$ cat src/rtl/instr_sequencer_pkg.sv
`default_nettype none
// ============================================================================
// Module      : instr_sequencer_pkg
// Description : Shared definitions for the 8-bit processor control path:
//               opcode encodings, sequencer state encodings and the default
//               instruction width.
// Revision    : 1.0 - initial release
// ============================================================================
package instr_sequencer_pkg;

  localparam int unsigned IW_DEFAULT = 8;

  // 3-bit opcodes, taken from the top bits of the instruction register
  localparam logic [2:0] OP_R   = 3'b000;
  localparam logic [2:0] OP_MFI = 3'b001;
  localparam logic [2:0] OP_MW  = 3'b010;
  localparam logic [2:0] OP_MR  = 3'b011;
  localparam logic [2:0] OP_J   = 3'b100;
  localparam logic [2:0] OP_JCE = 3'b101;
  localparam logic [2:0] OP_MB  = 3'b110;
  localparam logic [2:0] OP_JCN = 3'b111;

  // Encodings 6 and 7 are unused and recover to IDLE
  typedef enum logic [2:0] {
    ST_IDLE   = 3'd0,
    ST_FETCH  = 3'd1,
    ST_DECODE = 3'd2,
    ST_EXEC   = 3'd3,
    ST_MEM    = 3'd4,
    ST_WB     = 3'd5
  } state_t;

endpackage
`default_nettype wire

$ cat src/rtl/instr_sequencer_if.sv
`default_nettype none
// ============================================================================
// Module      : instr_sequencer_if
// Description : Instruction-memory and data-memory handshake bundle.
//               master : sequencer side (drives requests)
//               slave  : memory side (drives acks and fetch data)
// Ports       : imem_req/imem_ack/imem_rdata  instruction fetch handshake
//               dmem_req/dmem_we/dmem_ack     data access handshake
// Revision    : 1.0 - initial release
// ============================================================================
interface instr_sequencer_if #(
  parameter int unsigned IW = 8
);
  logic          imem_req;
  logic          imem_ack;
  logic [IW-1:0] imem_rdata;
  logic          dmem_req;
  logic          dmem_we;
  logic          dmem_ack;

  modport master (
    output imem_req, dmem_req, dmem_we,
    input  imem_ack, imem_rdata, dmem_ack
  );

  modport slave (
    input  imem_req, dmem_req, dmem_we,
    output imem_ack, imem_rdata, dmem_ack
  );
endinterface
`default_nettype wire

$ cat src/rtl/instr_sequencer_op_decoder.sv
`default_nettype none
// ============================================================================
// Module      : op_decoder
// Description : Combinational opcode classification for the sequencer.
// Ports       : i_op          3-bit opcode
//               o_is_mem      MW/MR - needs a data memory phase
//               o_is_jump     J/JCE/JCN - resolved in EXEC
//               o_wr_en       register file writeback (MFI/MR/MB)
//               o_mem_to_reg  writeback from memory read data (MR)
//               o_sel_in      writeback from external input (MFI)
//               o_sel_out     register drives output port (R)
// Revision    : 1.0 - initial release
// ============================================================================
module op_decoder
  import instr_sequencer_pkg::*;
(
  input  wire logic [2:0] i_op,
  output logic            o_is_mem,
  output logic            o_is_jump,
  output logic            o_wr_en,
  output logic            o_mem_to_reg,
  output logic            o_sel_in,
  output logic            o_sel_out
);

  always_comb begin
    o_is_mem     = (i_op == OP_MW) || (i_op == OP_MR);
    o_is_jump    = (i_op == OP_J) || (i_op == OP_JCE) || (i_op == OP_JCN);
    o_wr_en      = (i_op == OP_MFI) || (i_op == OP_MR) || (i_op == OP_MB);
    o_mem_to_reg = (i_op == OP_MR);
    o_sel_in     = (i_op == OP_MFI);
    o_sel_out    = (i_op == OP_R);
  end

endmodule
`default_nettype wire

$ cat src/rtl/instr_sequencer.sv
`default_nettype none
// ============================================================================
// Module      : instr_sequencer
// Description : Multi-cycle control FSM: fetch, decode, execute/memory and
//               writeback, one phase per cycle. Datapath strobes are Moore
//               outputs of the current state and instruction register.
// Ports       : clk, rst_n        clock, asynchronous active-low reset
//               i_run             continue executing (sampled at boundaries)
//               i_eq_flag         datapath comparator result
//               bus               memory handshakes (instr_sequencer_if.master)
//               o_ir              latched instruction
//               o_pc_inc/o_pc_load, o_reg_we, o_mem_to_reg, o_sel_in,
//               o_sel_out         datapath strobes
//               o_retire          pulse on last cycle of each instruction
//               o_state           current state (debug)
//               o_instr_count     retired-instruction count
// Config      : INSTR_COUNT_EN - when defined, o_instr_count counts retire
//               pulses (wrapping); otherwise it is tied to zero.
// Revision    : 1.0 - initial release
// ============================================================================
module instr_sequencer
  import instr_sequencer_pkg::*;
#(
  parameter int unsigned IW    = IW_DEFAULT,
  parameter int unsigned CNT_W = 16
) (
  input  wire logic             clk,
  input  wire logic             rst_n,
  input  wire logic             i_run,
  input  wire logic             i_eq_flag,
  instr_sequencer_if.master     bus,
  output logic [IW-1:0]         o_ir,
  output logic                  o_pc_inc,
  output logic                  o_pc_load,
  output logic                  o_reg_we,
  output logic                  o_mem_to_reg,
  output logic                  o_sel_in,
  output logic                  o_sel_out,
  output logic                  o_retire,
  output logic [2:0]            o_state,
  output logic [CNT_W-1:0]      o_instr_count
);

  state_t        r_state;
  state_t        w_state_nxt;
  logic [IW-1:0] r_ir;
  logic [2:0]    w_op;

  logic w_is_mem, w_is_jump, w_wr_en, w_mem_to_reg, w_sel_in, w_sel_out;

  assign w_op = r_ir[IW-1 -: 3];

  op_decoder u_op_decoder (
    .i_op         (w_op),
    .o_is_mem     (w_is_mem),
    .o_is_jump    (w_is_jump),
    .o_wr_en      (w_wr_en),
    .o_mem_to_reg (w_mem_to_reg),
    .o_sel_in     (w_sel_in),
    .o_sel_out    (w_sel_out)
  );

  // State register and instruction latch; reset drops any request at once
  // because all requests are decoded from r_state.
  always_ff @(posedge clk or negedge rst_n) begin
    if (!rst_n) begin
      r_state <= ST_IDLE;
      r_ir    <= '0;
    end else begin
      r_state <= w_state_nxt;
      if ((r_state == ST_FETCH) && bus.imem_ack) begin
        r_ir <= bus.imem_rdata;
      end
    end
  end

  always_comb begin
    w_state_nxt  = r_state;
    bus.imem_req = 1'b0;
    bus.dmem_req = 1'b0;
    bus.dmem_we  = 1'b0;
    o_pc_inc     = 1'b0;
    o_pc_load    = 1'b0;
    o_reg_we     = 1'b0;
    o_mem_to_reg = 1'b0;
    o_sel_in     = 1'b0;
    o_sel_out    = 1'b0;
    o_retire     = 1'b0;

    case (r_state)
      ST_IDLE: begin
        if (i_run) w_state_nxt = ST_FETCH;
      end
      ST_FETCH: begin
        bus.imem_req = 1'b1;
        if (bus.imem_ack) w_state_nxt = ST_DECODE;
      end
      ST_DECODE: begin
        if (w_is_mem)       w_state_nxt = ST_MEM;
        else if (w_is_jump) w_state_nxt = ST_EXEC;
        else                w_state_nxt = ST_WB;
      end
      ST_EXEC: begin
        // Taken jump loads the target; a not-taken conditional just advances
        if ((w_op == OP_J) ||
            ((w_op == OP_JCE) &&  i_eq_flag) ||
            ((w_op == OP_JCN) && !i_eq_flag)) begin
          o_pc_load = 1'b1;
        end else begin
          o_pc_inc  = 1'b1;
        end
        o_retire    = 1'b1;
        w_state_nxt = i_run ? ST_FETCH : ST_IDLE;
      end
      ST_MEM: begin
        bus.dmem_req = 1'b1;
        bus.dmem_we  = (w_op == OP_MW);
        if (bus.dmem_ack) w_state_nxt = ST_WB;
      end
      ST_WB: begin
        o_pc_inc     = 1'b1;
        o_retire     = 1'b1;
        o_reg_we     = w_wr_en;
        o_mem_to_reg = w_mem_to_reg;
        o_sel_in     = w_sel_in;
        o_sel_out    = w_sel_out;
        w_state_nxt  = i_run ? ST_FETCH : ST_IDLE;
      end
      default: w_state_nxt = ST_IDLE;
    endcase
  end

  assign o_ir    = r_ir;
  assign o_state = r_state;

`ifdef INSTR_COUNT_EN
  logic [CNT_W-1:0] r_count;

  always_ff @(posedge clk or negedge rst_n) begin
    if (!rst_n) begin
      r_count <= '0;
    end else if (o_retire) begin
      r_count <= r_count + CNT_W'(1);
    end
  end

  assign o_instr_count = r_count;
`else
  assign o_instr_count = '0;
`endif

endmodule
`default_nettype wire

$ cat src/flat_wrapper.sv
// flat-port wrapper written by rule: the top's interface ports become plain ports
module instr_sequencer_flat import instr_sequencer_pkg::*;
#(
  parameter int unsigned IW    = IW_DEFAULT,
  parameter int unsigned CNT_W = 16
)
  (clk, rst_n, i_run, i_eq_flag, o_ir, o_pc_inc, o_pc_load, o_reg_we, o_mem_to_reg, o_sel_in, o_sel_out, o_retire, o_state, o_instr_count, bus_imem_req, bus_dmem_req, bus_dmem_we, bus_imem_ack, bus_imem_rdata, bus_dmem_ack);
  instr_sequencer_if #(.IW(IW)) bus_i ();
  input  wire logic clk;
  input  wire logic rst_n;
  input  wire logic i_run;
  input  wire logic i_eq_flag;
  output logic [IW-1:0] o_ir;
  output logic o_pc_inc;
  output logic o_pc_load;
  output logic o_reg_we;
  output logic o_mem_to_reg;
  output logic o_sel_in;
  output logic o_sel_out;
  output logic o_retire;
  output logic [2:0] o_state;
  output logic [CNT_W-1:0] o_instr_count;
  output wire logic [$bits(bus_i.imem_req)-1:0] bus_imem_req;
  output wire logic [$bits(bus_i.dmem_req)-1:0] bus_dmem_req;
  output wire logic [$bits(bus_i.dmem_we)-1:0] bus_dmem_we;
  input wire logic [$bits(bus_i.imem_ack)-1:0] bus_imem_ack;
  input wire logic [$bits(bus_i.imem_rdata)-1:0] bus_imem_rdata;
  input wire logic [$bits(bus_i.dmem_ack)-1:0] bus_dmem_ack;
  assign bus_imem_req = bus_i.imem_req;
  assign bus_dmem_req = bus_i.dmem_req;
  assign bus_dmem_we = bus_i.dmem_we;
  assign bus_i.imem_ack = bus_imem_ack;
  assign bus_i.imem_rdata = bus_imem_rdata;
  assign bus_i.dmem_ack = bus_dmem_ack;
  instr_sequencer #(.IW(IW), .CNT_W(CNT_W)) u_core (.clk(clk), .rst_n(rst_n), .i_run(i_run), .i_eq_flag(i_eq_flag), .bus(bus_i), .o_ir(o_ir), .o_pc_inc(o_pc_inc), .o_pc_load(o_pc_load), .o_reg_we(o_reg_we), .o_mem_to_reg(o_mem_to_reg), .o_sel_in(o_sel_in), .o_sel_out(o_sel_out), .o_retire(o_retire), .o_state(o_state), .o_instr_count(o_instr_count));
endmodule
$ cat config.mk
export PLATFORM = sky130hd
export DESIGN_NAME = instr_sequencer_flat
export DESIGN_NICKNAME = d
export VERILOG_FILES = /design/src/rtl/instr_sequencer_pkg.sv /design/src/rtl/instr_sequencer_if.sv /design/src/rtl/instr_sequencer_op_decoder.sv /design/src/rtl/instr_sequencer.sv /design/src/flat_wrapper.sv
export SDC_FILE = /design/constraint.sdc
export NUM_CORES = 1
export LEC_CHECK = 0
export CORE_UTILIZATION = 60
export CTS_CLUSTER_SIZE = 30
export DETAILED_ROUTE_END_ITERATION = 10
export DONT_BUFFER_PORTS = 1
export PLACE_DENSITY = 0.72
export SLEW_MARGIN = 30
export SYNTH_ARGS = -nofsm -noshare
export SYNTH_HDL_FRONTEND = slang
export SYNTH_SLANG_ARGS = --single-unit
$ cat constraint.sdc
create_clock -name clk -period 2.35 [get_ports clk]
set_input_delay 0.47 -clock clk [delete_from_list [all_inputs] [get_ports clk]]
set_output_delay 0.47 -clock clk [all_outputs]
set_load 0.03 [all_outputs]
==> results.py <==
metrics = {
    "grt": {
        "grt_pass1_wl_um": 2000,
        "first_global_vias": 447,
        "grt.overflow.total": 0,
        "grt.total_usage_pct": 20.6,
        "grt_max_degree": 12,
        "antenna_found_initial": 0,
    },
    "cells_and_area": {
        "area_growth_pct": 4.39,
        "fin_nets": 105,
        "stdcell_count": 104,
        "drive_above_1_share_pct": 27.8,
        "antenna_cells": 0,
    },
    "yosys": {
        "synth_enable_flop_cells": 0,
        "yosysWarnings": 0,
        "synth_area_um2": 798,
        "synthCells": 80,
        "ys_seq_elements": 11,
        "syn_area_per_cell_um2": 9.98,
        "ys_seq_area_share_pct": 34.5,
        "synth_cell_types": 28,
        "synthFlopType": "dfrtp_1",
        "async_flop_share_pct": 100,
    },
    "pwr": {
        "p_switching_w": 0.000753,
        "comb_power_share_pct": 50.9,
        "swShare_pct": 52.5,
        "powerDensity_mw_per_mm2": 1720,
        "ir_worst_vdd_mv": 1.08,
        "p_leak_nw": 0.406,
        "pwr-share-clk_pct": 9.2,
        "p_int_w": 0.000680,
        "total_power_w": 0.00143,
        "seqPwrFrac_pct": 39.9,
    },
    "setup_path": {
        "critPathKind": "reg -> out",
        "r2r_cells": 4,
        "crit_arrival_ns": 1.70,
        "r2r-start": "u_core.o_state[2]",
        "rrSetupSlack_ns": 0.60,
        "timing.rr.end": "u_core.o_ir[0]",
        "crit_required_ns": 1.88,
        "startpoint_type": "flop",
        "critPathCaptureType": "output port",
        "path_max_fanout": 10,
    },
    "floorplanning": {
        "die-area_mm2": 0.00148,
        "rows": 12,
        "die_y_um": 38.5,
        "io_pins": 51,
        "fp.dieW_um": 38.5,
        "core_mm2": 0.00117,
        "start_util_pct": 68.2,
    },
    "detailed_routing": {
        "antenna_left": 0,
        "vias": 544,
        "drt_iter0_drc": 16,
        "wl_per_cell_um": 13.6,
        "viasPerCell": 5.23,
        "drc": 0,
        "finalWirelength_um": 1410,
        "first_pass_iters": 5,
    },
    "place": {
        "dp.cells": 99,
        "hpwl_um": 1060,
        "port_buffers": 0,
        "gp_routability_congestion": 0.695,
    },
    "timing": {
        "setup_violations": 0,
        "period_share_pct": 92.3,
        "max_slew_margin_pct": 61.5,
        "finalCriticalPeriod_ns": 2.17,
        "slew_violations": 0,
        "skew_ns": 0.00721,
        "fmaxAchievable_ghz": 0.461,
        "hold_viol_final": 0,
        "setup_tns_ns": 0,
        "rsz0062_at_grt": "no",
        "worstMarginPinSlew_ns": 0.577,
    },
    "min_path": {
        "holdCritStartpoint": "bus_imem_ack",
        "hold_class": "in -> reg",
        "min_to": "u_core.o_state[0]",
        "min_path_cells": 1,
    },
    "flow_run": {
        "max-cap-violations": 0,
    },
    "clock_network": {
        "clockBufferDepth": 2,
        "cts_inserted_buffers": 3,
        "clk_latency_ns": 0.27,
        "path_clk_slew_ns": 0.08,
        "cts_max_level": 1,
        "ctsResizeCount": 0,
        "root_buffer": "clkbuf_4",
        "cts_sinks": 11,
        "cts_tree": "built",
    },
    "status": {
        "status": "completed",
    },
}
per-layer routing:
layer	global-route usage [%]	routed length (µm)
met1	23.6	553
met2	32.2	699
met3	9.30	143
met4	10.3	16
met5	0	0
registers in the layout, summed over array words and instances, names as in the netlist:
name,cells
u_core.o_state,3
u_core.o_ir,8
final cells by class:
type	count	area, µm²
Clock inverter	1	5.00
Timing Repair Buffer	12	92.6
Sequential cell	11	275
Multi-Input combinational cell	60	409
Clock buffer	3	22.5
Tap cell	14	17.5
Fill cell	100	338
Inverter	3	11.3
placed cells by master, fill, tap and decap left out, types with 2 or more instances in the layout:
| master | instances |
|---|---|
| nor2_1 | 3 |
| dfrtp_1 | 11 |
| a21oi_1 | 3 |
| nor3_1 | 2 |
| clkbuf_4 | 3 |
| nor4_1 | 2 |
| nand2_1 | 5 |
| o21ai_0 | 3 |
| mux2_4 | 8 |
| buf_4 | 11 |
| nor2b_1 | 2 |
| nand3b_1 | 2 |
| inv_1 | 3 |
| conb_1 | 16 |
| nand2b_1 | 4 |
power by group through the flow:
stage	sequential [W]	clock (W)	combinational, W
2_1_floorplan	0.000559	0	0.000640
3_3_place_gp	0.000572	0	0.000705
3_5_place_dp	0.000575	0	0.000724
4_1_cts	0.000573	0.000134	0.000733
5_1_grt	0.000592	0.000145	0.000776
6_report	0.000572	0.000131	0.000730
repair_timing:
item / CTS / global route
hold buffers: 1 / 0
hold endpoints to repair: 11 / 0
setup buffers: 0 / 0
cell usage after synthesis, types with 2 or more instances:
master | instances | share of area [%]
nor4_1 | 2 | 1.6
nor3_1 | 2 | 1.3
o21ai_0 | 3 | 1.9
nand2b_1 | 4 | 3.1
mux2_4 | 8 | 15
nand2_1 | 5 | 2.4
inv_1 | 3 | 1.4
dfrtp_1 | 11 | 34
clkbuf_1 | 2 | 0.94
nor2_1 | 3 | 1.4
nor2b_1 | 2 | 1.6
buf_4 | 16 | 15
nand3b_1 | 2 | 1.9
a21oi_1 | 3 | 1.9
worst max-delay path, cell delays in order, from the launching register on:
cell,delay [ns]
dfrtp_1,0.71
nand3b_1,0.26
nor4_1,0.23
buf_4,0.21
cell families (layout without fill, tap and decap cells):
kind of cell	after synthesis	in the layout	synth area share (%)
AND/OR/NAND/NOR	24	24	18.5
buffers and inverters	24	19	21.3
flip-flops	11	11	34.5
AO/OA/AOI/OAI	10	10	7.84
multiplexers	9	9	16.3
other	1	16	0.470
XOR/XNOR	1	1	1.10
metrics by stage:
stage,hold slack (ns),instance area (µm²),worst slack (ns),utilization (%)
floorplan,0.174,855,0.0275,-
global placement,0.175,796,0.539,67.9
detailed placement,0.175,796,0.492,67.9
CTS,0.286,833,0.159,71.2
global route,0.282,833,0.0256,71.2
finish,0.291,833,0.180,71.2
worst max-delay path by stage:
| stage | from | end | slack, ns | depth (start not counted) |
|---|---|---|---|---|
| global route | u_core.o_state[2] | o_mem_to_reg | 0.03 | 3 |
| global placement | u_core.o_state[2] | o_sel_out | 0.54 | 3 |
| finish | u_core.o_state[2] | o_sel_out | 0.18 | 3 |
| detailed placement | u_core.o_state[2] | o_sel_out | 0.49 | 3 |
| CTS | u_core.o_state[2] | o_sel_out | 0.16 | 3 |
| floorplan | u_core.o_state[0] | o_sel_out | 0.03 | 3 |
Note: power is estimated with default switching activity, not from simulation.
